<file path="src/rtl/fifo_sync_counted.sv">
// fifo_sync_counted: single-clock FIFO of any depth with occupancy count, programmable thresholds, sticky errors and flush
// clk, rst_n (async, active-low); flush empties the FIFO; clear_errors drops the sticky flags
// af_thresh/ae_thresh: runtime thresholds for prog_full (count >= af) and prog_empty (count <= ae)
// write side: wen, wdata -> full, almost_full, prog_full, overflow
// read side: ren -> rdata, empty, almost_empty, prog_empty, underflow; count is the occupancy
module fifo_sync_counted #(
  parameter int pDATA_WIDTH = 8,
  parameter int pDEPTH = 24,
  parameter int pFALLTHROUGH = 0,
  localparam int pCW = $clog2(pDEPTH + 1)
) (
  input  logic                   clk,
  input  logic                   rst_n,
  input  logic                   flush,
  input  logic                   clear_errors,
  input  logic [pCW-1:0]         af_thresh,
  input  logic [pCW-1:0]         ae_thresh,
  input  logic                   wen,
  input  logic [pDATA_WIDTH-1:0] wdata,
  output logic                   full,
  output logic                   almost_full,
  output logic                   prog_full,
  output logic                   overflow,
  input  logic                   ren,
  output logic [pDATA_WIDTH-1:0] rdata,
  output logic                   empty,
  output logic                   almost_empty,
  output logic                   prog_empty,
  output logic                   underflow,
  output logic [pCW-1:0]         count
);
  localparam int pAW = $clog2(pDEPTH);
  localparam logic [pAW-1:0] pLAST = pAW'(pDEPTH - 1);
  logic [pDATA_WIDTH-1:0] mem [pDEPTH];
  logic [pAW-1:0] wptr, rptr;
  logic wr_acc, rd_acc;
  assign full = count == pCW'(pDEPTH);
  assign almost_full = count >= pCW'(pDEPTH - 1);
  assign prog_full = count >= af_thresh;
  assign empty = count == '0;
  assign almost_empty = count <= pCW'(1);
  assign prog_empty = count <= ae_thresh;
  assign wr_acc = wen && !full && !flush;
  assign rd_acc = ren && !empty && !flush;
  always_ff @(posedge clk or negedge rst_n) begin
    if (!rst_n) begin
      wptr <= '0;
      rptr <= '0;
      count <= '0;
      overflow <= 1'b0;
      underflow <= 1'b0;
    end else begin
      // a fresh error in the same cycle as clear_errors keeps the flag set
      overflow <= (overflow && !clear_errors) || (wen && full && !flush);
      underflow <= (underflow && !clear_errors) || (ren && empty && !flush);
      if (flush) begin
        wptr <= '0;
        rptr <= '0;
        count <= '0;
      end else begin
        if (wr_acc) wptr <= wptr == pLAST ? '0 : wptr + 1'b1;
        if (rd_acc) rptr <= rptr == pLAST ? '0 : rptr + 1'b1;
        count <= count + pCW'(wr_acc) - pCW'(rd_acc);
      end
    end
  end
  always_ff @(posedge clk) begin
    if (wr_acc) mem[wptr] <= wdata;
  end
  if (pFALLTHROUGH != 0) begin : g_fwft
    assign rdata = mem[rptr];
  end else begin : g_reg
    logic [pDATA_WIDTH-1:0] rdata_q;
    always_ff @(posedge clk or negedge rst_n) begin
      if (!rst_n) rdata_q <= '0;
      else if (rd_acc) rdata_q <= mem[rptr];
    end
    assign rdata = rdata_q;
  end
endmodule

</file>
<file path="config.mk">
export PLATFORM = sky130hd
export DESIGN_NAME = fifo_sync_counted
export DESIGN_NICKNAME = d
export VERILOG_FILES = /design/src/rtl/fifo_sync_counted.sv
export SDC_FILE = /design/constraint.sdc
export NUM_CORES = 1
export LEC_CHECK = 0
export CAP_MARGIN = 20
export CORE_ASPECT_RATIO = 0.6
export CORE_UTILIZATION = 48
export DETAILED_ROUTE_END_ITERATION = 12
export PLACE_DENSITY = 0.68
export SLEW_MARGIN = 20
export SYNTH_ARGS = -nofsm -noshare
export SYNTH_HDL_FRONTEND = slang
export SYNTH_SLANG_ARGS = --single-unit
</file>
<file path="constraint.sdc">
create_clock -name clk -period 2.6 [get_ports clk]
set_clock_uncertainty 0.15 [all_clocks]
set_input_delay 0.52 -clock clk [delete_from_list [all_inputs] [get_ports clk]]
set_output_delay 0.52 -clock clk [all_outputs]
set_load 0.02 [all_outputs]
</file>
==> summary.txt, run 1 <==
Place
  – Detailed placement HPWL: roughly 15 mm
  – Placed cell count: 909
  – Final Wtd Congestion: 0.882
  – I/O Buffers: 44
  – Area of placed instances: 10400 sq um

STA
  – Setup TNS: -0.256 ns
  – Slew @ Worst Pin: ~0.85 ns
  – Relative slew slack: a little over two fifths
  – Fin worst setup slack: -0.135 ns
  – Final hold vios: 0
  – Minimum clock period: roughly 2.7 ns
  – Final setup viols: 3
  – Max Fclk: approximately 370 MHz
  – Final period util: 105%
  – Fin. max-slew vios: 0
  – RSZ-0062 raised after global routing: true

Floorplan
  – Initial core utilization: 50.2%
  – Die X: 182 um
  – Std cell rows: 38
  – Die Y: around 110 um
  – Die area: 19900 sq um
  – Num ports: 45
  – Core area: 18500 sq um

Detailed routing
  – First-pass DRT Iterations: 5
  – Routed WL per cell: about 23 um
  – Initial DRC count: 456
  – Final WL: 21.5 mm
  – DRT antenna net count: 0
  – Vias per inst: between 5 and 6
  – Vias after detailed routing: 5419
  – Drc violations: 0

Layout
  – Fin util: 60.1%
  – Final #Nets: 753
  – N_diodes: 0
  – Fin cells: 952
  – Area Overhead vs Synth: 19.6%
  – Fin area: 11100 sq um
  – Layout cells sized above 1: 20.9%

Critical path
  – Worst EP required: 1.93 ns
  – Reg2reg end: count[4]
  – Worst path arrival time: 2.07 ns
  – Worst Setup Start Kind: flop
  – CP Max Fanout: 3
  – CP Capture Type: output pin
  – R2R cell count: 14
  – Worst flop-to-flop path startpoint: count[2]
  – Crit Path Category: reg -> out
  – Reg2Reg Setup Slack: -0.02 ns

Power
  – Pleak: 0.00390 uW
  – Overall Power: approximately 9500 uW
  – Power Dens Cells: between 800 and 900 nW/um^2
  – Peak supply drop: about 650 uV

Synthesis
  – #FFs+latches synth: approximately 220
  – Synthesized instance count: between 500 and 600
  – Yosys synthesis warning count: 0
  – Post-synth EDFFs: 192
  – Synthesized area per cell: about 16 sq um
  – Syn nets: between 600 and 700
  – Netlist cell types: 46
  – Main synth FF type: edfxtp_1
  – Ys async rst share: 11.5%
  – Register area share after synthesis: 68.8%
  – Cell Area, Synth: 9290 sq um

CTS
  – Clk Latency, worst-skew pair: around 0.50 ns
  – TritonCTS clock tree: done
  – Clock Tree Buf Depth: 3
  – CTS root buf: clkbuf_16
  – Clock sinks: about 220
  – Total CTS buffers: 20
  – # hold bufs at CTS: 0
  – H-tree depth: 1
  – Clock transition at path regs: 0.06 ns

Hold path
  – HP Class: in -> async

Status
  – Outcome: finished, violations left
  – Violated checks: negative setup slack

GRT
  – Gr usage total: 22.3%
  – Pin count of the biggest net entering global routing: 29
  – First-pass GRT wire length: 32.3 mm
  – Grt ovf: 0
  – Vias in the first global route: 5332
  – Initial antenna violation count: 0

Job
  – Max_cap viols: 0
[stage by stage]
stage                     worst slack [ns]  hold slack [ns]
after floorplan                     -0.324           0.0744
after global placement              -0.722            0.363
after detailed placement            -0.760            0.385
after CTS                           -0.155            0.137
after global routing                -0.211            0.145
final                               -0.135            0.138
[logic make-up after synthesis]
| logic type | count (synthesis) | synth area share (%) |
|---|---|---|
| DFF | 217 | 68.8 |
| and+or+nand+nor | 111 | 5.96 |
| muxes | 91 | 10.9 |
| AOI/OAI and AO/OA | 85 | 6.71 |
| buffers and inverters | 52 | 3.26 |
| adders and majority gates | 29 | 3.99 |
| xor gates and xnor gates | 4 | 0.377 |
[metal layers]
metal / track usage, % / wire (um)
met1: 34.8 / 10300
met4: 4.84 / 401
met5: 0 / 0
met2: 31.3 / 8710
met3: 5.30 / 2040
[placed cells by master, fill, tap and decap left out, types with 7 or more instances in the layout]
master / Yosys / final
ha_1: 28 / 20
clkbuf_1: 6 / 9
a22oi_1: 25 / 25
nor2_1: 57 / 54
mux4_2: 8 / 8
edfxtp_1: 192 / 192
o211ai_1: 8 / 8
ha_4: 0 / 7
dfrtp_1: 25 / 21
mux2i_1: 83 / 83
buf_4: 5 / 71
a31oi_1: 16 / 16
nand2_1: 16 / 12
a22o_1: 16 / 16
inv_1: 23 / 15
clkbuf_16: 0 / 21
clkdlybuf4s50_1: 0 / 35
inv_2: 0 / 7
[cell type report]
cell class              instances  area [sq um]
clock buffers                  30           559
well taps                     240           300
flip-flops and latches        217          6400
repair buffers                117           983
clock inverters                 4          43.8
inverters                      24          92.6
fillers                      1375          7390
multi-input cells             320          2730
[where the power goes]
part	internal [uW]	leakage, uW	total (uW)	switching, uW
Sequential	3930	0.00204	4120	190
Clock	1580	0.000293	2790	1210
Combinational	1200	0.00157	2550	1350
[state kept, by name, summed over array words and instances, names as in the netlist]
name / cells
count: 5
mem: 192
overflow: 1
rdata: 8
rptr: 5
underflow: 1
wptr: 5
[worst max-delay path, stage by stage, from the launching register on]
cell	delay, ns
dfrtp_2	0.45
ha_4	0.23
nor2b_4	0.12
o21a_1	0.16
o21a_1	0.16
o21a_1	0.16
o22ai_1	0.13
buf_4	0.17
[repair_timing]
action,CTS,global route
pin swaps,11,4
hold endpoints to repair,0,0
gates resized for setup,34,19
setup endpoints to repair,7,200
buffers inserted,8,1
[worst max path at each step]
stage                     depth (start not counted)  slack [ns]         end          from
after detailed placement                          9       -0.76  prog_empty  ae_thresh[1]
after global routing                              9       -0.21  prog_empty      count[0]
final                                             7       -0.14  prog_empty      count[1]
after CTS                                         7       -0.16  prog_empty      count[1]
after global placement                            9       -0.72  prog_empty  ae_thresh[1]
after floorplan                                  15       -0.32    count[4]      count[2]
[cells in the mapped netlist (all sizes together), types with 6 or more instances]
library cell / number / area [sq um]
a22o: 16 / 140
nor2b: 7 / 51.3
a22oi: 25 / 188
buf: 22 / 190
dfrtp: 25 / 626
nor3: 8 / 50.1
ha: 28 / 350
nor2: 57 / 214
o211ai: 8 / 60.1
edfxtp: 192 / 5770
mux4: 8 / 180
nand2: 16 / 60.1
mux2i: 83 / 831
a31oi: 16 / 100
clkbuf: 6 / 22.5
inv: 23 / 86.3
No activity file was read; power rests on OpenSTA's default activity.
==> run 2: changes to the inputs <==
--- a/config.mk
+++ b/config.mk
@@ -5,9 +5,9 @@
 export SDC_FILE = /design/constraint.sdc
 export NUM_CORES = 1
 export LEC_CHECK = 0
-export CAP_MARGIN = 20
 export CORE_ASPECT_RATIO = 0.6
 export CORE_UTILIZATION = 48
+export CTS_CLUSTER_SIZE = 8
 export DETAILED_ROUTE_END_ITERATION = 12
 export PLACE_DENSITY = 0.68
 export SLEW_MARGIN = 20
==> run 2 against run 1 <==
  * The run still ends with negative setup slack left
  * Critical path depth rose by 1
  * Combinational power barely moved
  * Routed wire length rose by 1.1%
  * Clock power rose by 30%
  * Hold slack got worse by 0.045 ns
  * Fmax fell by 1.4%
  * Worst setup slack got worse by 0.040 ns
  * Largest cell class unchanged
  * Highest routed layer unchanged
==> summary.txt, run 2 (synthesis gave the netlist of run 1 again) <==
Status
  – Outcome: finished, violations left
  – Violated checks: negative setup slack

Detailed routing
  – Top Metal Used: met4
  – Final WL: 21.7 mm (+1.1%)
  – Met1 WL: 10.7 mm (+4.1%)
  – WL met2: 8.78 mm (+0.73%)
  – Routed WL per cell: 22.3 um (-0.82%)
  – Drc violations: 0 (unchanged)
  – Met3 routed WL: 1.88 mm (-7.8%)
  – Initial DRC count: 519 (+14%)
  – First-pass DRT Iterations: 4 (-1)
  – Vias per inst: 5.68 (-0.26%)
  – Vias after detailed routing: 5507 (+1.6%)
  – DRT antenna net count: 0 (unchanged)

Layout
  – Fin cells: 970 (+1.9%)
  – Flip-flop and latch area: 6400 sq um (unchanged)
  – Most frequent cells in the layout: 192 x edfxtp_1, 83 x mux2i_1, 67 x buf_4, 56 x nor2_1, 35 x clkdlybuf4s50_1
  – Area of the multi-input gates: 2700 sq um (-1.1%)
  – Area Overhead vs Synth: 21.9%
  – Largest Register: mem
  – Fill count: 1382 (+0.51%)
  – Layout cells sized above 1: 19.6% (-1.3 points)
  – Max FFs per register: 192 (unchanged)
  – Commonest non-fill, non-tap cell in the layout: edfxtp_1
  – Final #Nets: 758 (+0.66%)
  – N_diodes: 0 (unchanged)

Critical path
  – Worst EP required: 1.93 ns (about the same)
  – Slowest CP cell: dfrtp_1
  – CP Launch Point: count[0]
  – Worst Setup Start Kind: flop
  – Worst flop-to-flop path startpoint: count[1]
  – Crit Path Category: reg -> out
  – Worst path arrival time: 2.11 ns (+0.04 ns)
  – Critical path cell sequence: inv_2, ha_4, nand2b_4, a21o_1, a21o_1, a21o_1, a21o_1, buf_6
  – Most Frequent Cell on Critical Path: a21o_1
  – Reg2Reg Setup Slack: -0.08 ns (-0.06 ns)
  – CP Max Fanout: 2 (-1)
  – CP Capture Type: output pin
  – Slowest stage delay, CP: 0.39 ns (-0.06 ns)

Hold path
  – HP Class: in -> async

Power
  – Power Dens Cells: 909 nW/um^2 (+6.8%)
  – Pint: 7350 uW (+9.6%)
  – Pleak: 0.00402 uW (+2.9%)
  – Clock network power share: 35.2% (+5.7 points)
  – Net Sw Power: 2940 uW (+6.8%)
  – Peak supply drop: 740 uV (+13%)
  – Part of the power in registers: 40.1% (-3.4 points)
  – Combinational power share: 24.7% (-2.2 points)
  – Switching Fraction: 28.5% (-0.54 points)

CTS
  – TritonCTS clock tree: done
  – Total CTS buffers: 31 (+55%)
  – CTS root buf: clkbuf_16
  – Clock Tree Buf Depth: 3 (unchanged)
  – H-tree depth: 1 (unchanged)
  – Clock sinks: 217 (unchanged)
  – Clock transition at path regs: 0.06 ns (about the same)
  – Clk Latency, worst-skew pair: 0.54 ns (+0.04 ns)

STA
  – Relative slew slack: 41.3% (-1.9 points)
  – Slew @ Worst Pin: 0.877 ns (+0.0278 ns)
  – Final hold vios: 0 (unchanged)
  – Minimum clock period: 2.78 ns (+0.0399 ns)
  – Fin worst setup slack: -0.175 ns (-0.0399 ns)
  – Final setup viols: 4 (+1)
  – Final period util: 107% (+1.5 points)
  – Max Fclk: 360 MHz (-1.4%)
  – RSZ-0062 raised after global routing: true
  – Fin. max-slew vios: 0 (unchanged)
  – Setup TNS: -0.478 ns (-0.222 ns)

Floorplan
  – Initial core utilization: 50.2% (unchanged)
  – Die area: 19900 sq um (unchanged)
  – Std cell rows: 38 (unchanged)
  – Die X: 182 um (unchanged)
  – Core area: 18500 sq um (unchanged)
  – Num ports: 45 (unchanged)
  – Die Y: 110 um (unchanged)

Place
  – I/O Buffers: 44 (unchanged)
  – Detailed placement HPWL: 14.8 mm (unchanged)
  – Placed cell count: 909 (unchanged)
  – Final Wtd Congestion: 0.882 (unchanged)

GRT
  – Pin count of the biggest net entering global routing: 29 (unchanged)
  – Initial antenna violation count: 0 (unchanged)
  – Vias in the first global route: 5455 (+2.3%)
  – Gr usage total: 22.5% (+0.26 points)
  – Grt ovf: 0 (unchanged)
  – First-pass GRT wire length: 32.8 mm (+1.6%)

Job
  – Max_cap viols: 0 (unchanged)
==> run 2: critical path: cells and delay by family (launching register included) <==
kind,cells,cell delay [ns]
AND/OR/NAND/NOR,1,0.13
adder cells (fa/ha/maj),1,0.20
flip-flops,1,0.39
AO/OA/AOI/OAI,4,0.65
buffers and inverters,2,0.21
==> run 2: metal layers <==
layer	global-route usage (%)	vias up
li1	-	2500
met1	35.6	2761
met2	31.4	218
met3	5.30	28
met4	4.42	0
met5	0	-
==> run 2: stage by stage <==
step	setup WS, ns	total power (uW)	hold WS, ns	util [%]	area [sq um]
after CTS	-0.193	10200	0.0930	61.0	11300
after global placement	-0.722	6540	0.363	56.0	10400
final	-0.175	10300	0.0938	61.2	11300
after global routing	-0.241	10700	0.104	61.2	11300
after detailed placement	-0.760	6600	0.385	56.0	10400
after floorplan	-0.324	5680	0.0744	-	9340
==> run 2: worst paths after layout <==
path	endpoint	cells after the start
setup / recovery	prog_full	8
hold / removal	count[4]	1
setup reg to reg	count[4]	13
hold reg to reg	overflow	2
max in group asynchronous	rptr[0]	2
min in group clk	overflow	2
==> run 2: final cells by class <==
class | instances | share of cell area (%)
Clock buffer | 56 | 7.68
Clock inverter | 2 | 0.155
Inverter | 24 | 0.818
Multi-Input combinational cell | 320 | 23.8
Sequential cell | 217 | 56.5
Tap cell | 240 | 2.65
Timing Repair Buffer | 111 | 8.32
==> run 2: power groups by stage <==
| stage | combinational [uW] | clock (uW) | sequential [uW] |
|---|---|---|---|
| after floorplan | 1460 | 0 | 4220 |
| after global placement | 2370 | 0 | 4170 |
| after detailed placement | 2420 | 0 | 4180 |
| after CTS | 2450 | 3670 | 4120 |
| after global routing | 2710 | 3820 | 4140 |
| final | 2540 | 3630 | 4120 |
==> run 2: repair_timing <==
| action | CTS | global route |
|---|---|---|
| hold endpoints to repair | 0 | 0 |
| pin swaps | 6 | 9 |
| gates cloned | 0 | 0 |
| hold buffers | 0 | 0 |
| gates resized for setup | 29 | 12 |
| setup endpoints to repair | 7 | 8 |
| setup buffers | 2 | 3 |
==> run 3: changes to the inputs <==
--- a/config.mk
+++ b/config.mk
@@ -5,11 +5,13 @@
 export SDC_FILE = /design/constraint.sdc
 export NUM_CORES = 1
 export LEC_CHECK = 0
+export CELL_PAD_IN_SITES_DETAIL_PLACEMENT = 0
+export CELL_PAD_IN_SITES_GLOBAL_PLACEMENT = 2
 export CORE_ASPECT_RATIO = 0.6
-export CORE_UTILIZATION = 48
+export CORE_UTILIZATION = 40
 export CTS_CLUSTER_SIZE = 8
 export DETAILED_ROUTE_END_ITERATION = 12
-export PLACE_DENSITY = 0.68
+export PLACE_DENSITY_LB_ADDON = 0.1
 export SLEW_MARGIN = 20
 export SYNTH_ARGS = -nofsm -noshare
 export SYNTH_HDL_FRONTEND = slang
==> run 3 against run 2 <==
  * The run still ends with negative setup slack left
  * Power down 0.32%
  * Final area up 1.3%
  * Core utilization down 10 points
  * Die area up 20%
  * Worst setup slack worse by 0.020 ns
  * Clock power about the same
  * Register-to-register slack better by 0.05 ns
  * Combinational power about the same
  * Via count down 2.5%
  * Largest cell class unchanged
  * Largest power group unchanged
  * Clock-buffer cell count unchanged
  * Flip-flop and latch count unchanged
==> summary.txt, run 3 (synthesis gave the netlist of run 1 again) <==
Status
  – Outcome: finished, violations left
  – Violated checks: negative setup slack

Critical path
  – CP Max Fanout: 3 (+1)
  – CP Launch Point: count[1]
  – Worst EP required: 1.93 ns (about the same)
  – Worst flop-to-flop path startpoint: count[2]
  – Worst path arrival time: 2.13 ns (+0.02 ns)
  – Worst Setup Start Kind: flop
  – Crit Path Category: reg -> out
  – CP Capture Type: output pin

Floorplan
  – Num ports: 45 (unchanged)
  – Die area: 23800 sq um (+20%)
  – Std cell rows: 42 (+11%)
  – Die X: 199 um (+9.4%)
  – Initial core utilization: 41.5% (-8.7 points)
  – Core area: 22400 sq um (+21%)
  – Die Y: 120 um (+9.4%)

CTS
  – Clock sinks: 217 (unchanged)
  – TritonCTS clock tree: done
  – H-tree depth: 1 (unchanged)
  – Total CTS buffers: 31 (unchanged)
  – CTS root buf: clkbuf_16
  – Clock transition at path regs: 0.05 ns (about the same)
  – Clk Latency, worst-skew pair: 0.54 ns (about the same)
  – Clock Tree Buf Depth: 3 (unchanged)

Place
  – Detailed placement HPWL: 15.4 mm (+4.3%)
  – Final Wtd Congestion: 0.814 (-7.7%)
  – Area of placed instances: 10500 sq um (+0.97%)
  – Place WS: -0.776 ns (-0.0160 ns)
  – I/O Buffers: 44 (unchanged)

Detailed routing
  – Vias after detailed routing: 5371 (-2.5%)
  – First-pass DRT Iterations: 5 (+1)
  – DRT antenna net count: 0 (unchanged)
  – Final WL: 22.3 mm (+2.7%)
  – Vias per inst: 5.16 (-9.1%)
  – Routed WL per cell: 21.4 um (-4.3%)
  – Initial DRC count: 374 (-28%)
  – Drc violations: 0 (unchanged)

GRT
  – Gr usage total: 19.5% (-3.0 points)
  – Vias in the first global route: 5287 (-3.1%)
  – Grt ovf: 0 (unchanged)
  – First-pass GRT wire length: 33.6 mm (+2.5%)
  – Pin count of the biggest net entering global routing: 29 (unchanged)
  – Initial antenna violation count: 0 (unchanged)

Layout
  – Layout cells sized above 1: 20.3% (+0.74 points)
  – Max FFs per register: 192 (unchanged)
  – Commonest non-fill, non-tap cell in the layout: edfxtp_1
  – Largest Register: mem
  – Fin area: 11500 sq um (+1.3%)
  – Final #Nets: 761 (+0.40%)
  – Most frequent cells in the layout: 192 x edfxtp_1, 83 x mux2i_1, 69 x buf_4, 56 x nor2_1, 36 x clkdlybuf4s50_1
  – Area Overhead vs Synth: 23.4%
  – N_diodes: 0 (unchanged)

STA
  – Final hold vios: 0 (unchanged)
  – Setup TNS: -0.366 ns (+0.112 ns)
  – RSZ-0062 raised after global routing: true
  – Max Fclk: 358 MHz (-0.71%)
  – Final period util: 108% (+0.76 points)
  – Fin. max-slew vios: 0 (unchanged)
  – Final setup viols: 3 (-1)
  – Fin worst setup slack: -0.195 ns (-0.0199 ns)
  – Minimum clock period: 2.80 ns (+0.0198 ns)
  – Relative slew slack: 49.0% (+7.6 points)
  – Slew @ Worst Pin: 0.763 ns (-0.114 ns)

Power
  – Overall Power: 10300 uW (-0.32%)
  – Pleak: 0.00401 uW (-0.11%)
  – Peak supply drop: 485 uV (-35%)
  – Power Dens Cells: 894 nW/um^2 (-1.6%)

Hold path
  – HP Class: in -> async

Job
  – Max_cap viols: 0 (unchanged)
run 3: final timing paths:
check                                   to  slack, ns  cells after the start
worst max register to register    count[4]      -0.03                     16
max in group asynchronous          wptr[1]       1.41                      2
min in group clk                 underflow       0.39                      2
worst min-delay path              overflow       0.28                      1
worst min register to register   underflow       0.39                      2
worst max-delay path            prog_empty      -0.20                      7
run 3: what timing repair did:
action	in CTS	in global routing
setup endpoints to repair	7	5
hold endpoints to repair	0	0
setup buffers	5	0
pin swaps	9	4
gates resized for setup	48	6
hold buffers	0	0
run 3: area by class of cell:
| type | count | area, sq um |
|---|---|---|
| fill | 1905 | 10900 |
| sequential | 217 | 6400 |
| multi-input combinational | 320 | 2730 |
| timing repair buffer | 114 | 971 |
| clock buffer | 56 | 870 |
| tap | 308 | 385 |
| inverter | 24 | 95.1 |
| clock inverter | 2 | 17.5 |
run 3: layer usage:
| layer | GRT usage (%) | share of wire (%) |
|---|---|---|
| met3 | 3.79 | 6.3 |
| met4 | 3.46 | 1.2 |
| met2 | 25.3 | 39 |
| met5 | 0 | 0 |
| met1 | 32.9 | 54 |
run 3: critical path: stages (launching register included):
cell and delay (ns):
dfrtp_2 0.44, ha_4 0.23, nor2b_4 0.12, o21a_1 0.16, o21a_1 0.17, o21a_1 0.16, o22ai_1 0.14, buf_4 0.17
run 3: metrics by stage:
| stage | instances | util, % | hold WS [ns] |
|---|---|---|---|
| 2_1_floorplan | 589 | - | 0.0744 |
| 3_3_place_gp | 979 | 46.7 | 0.366 |
| 3_5_place_dp | 979 | 46.7 | 0.392 |
| 4_1_cts | 1042 | 51.1 | 0.290 |
| 5_1_grt | 1041 | 51.2 | 0.321 |
| 6_report | 1041 | 51.2 | 0.277 |
run 3: report_power, final:
part	switching [uW]	internal, uW
clock	1400	2220
combinational	1310	1230
sequential	154	3930
total	2870	7390
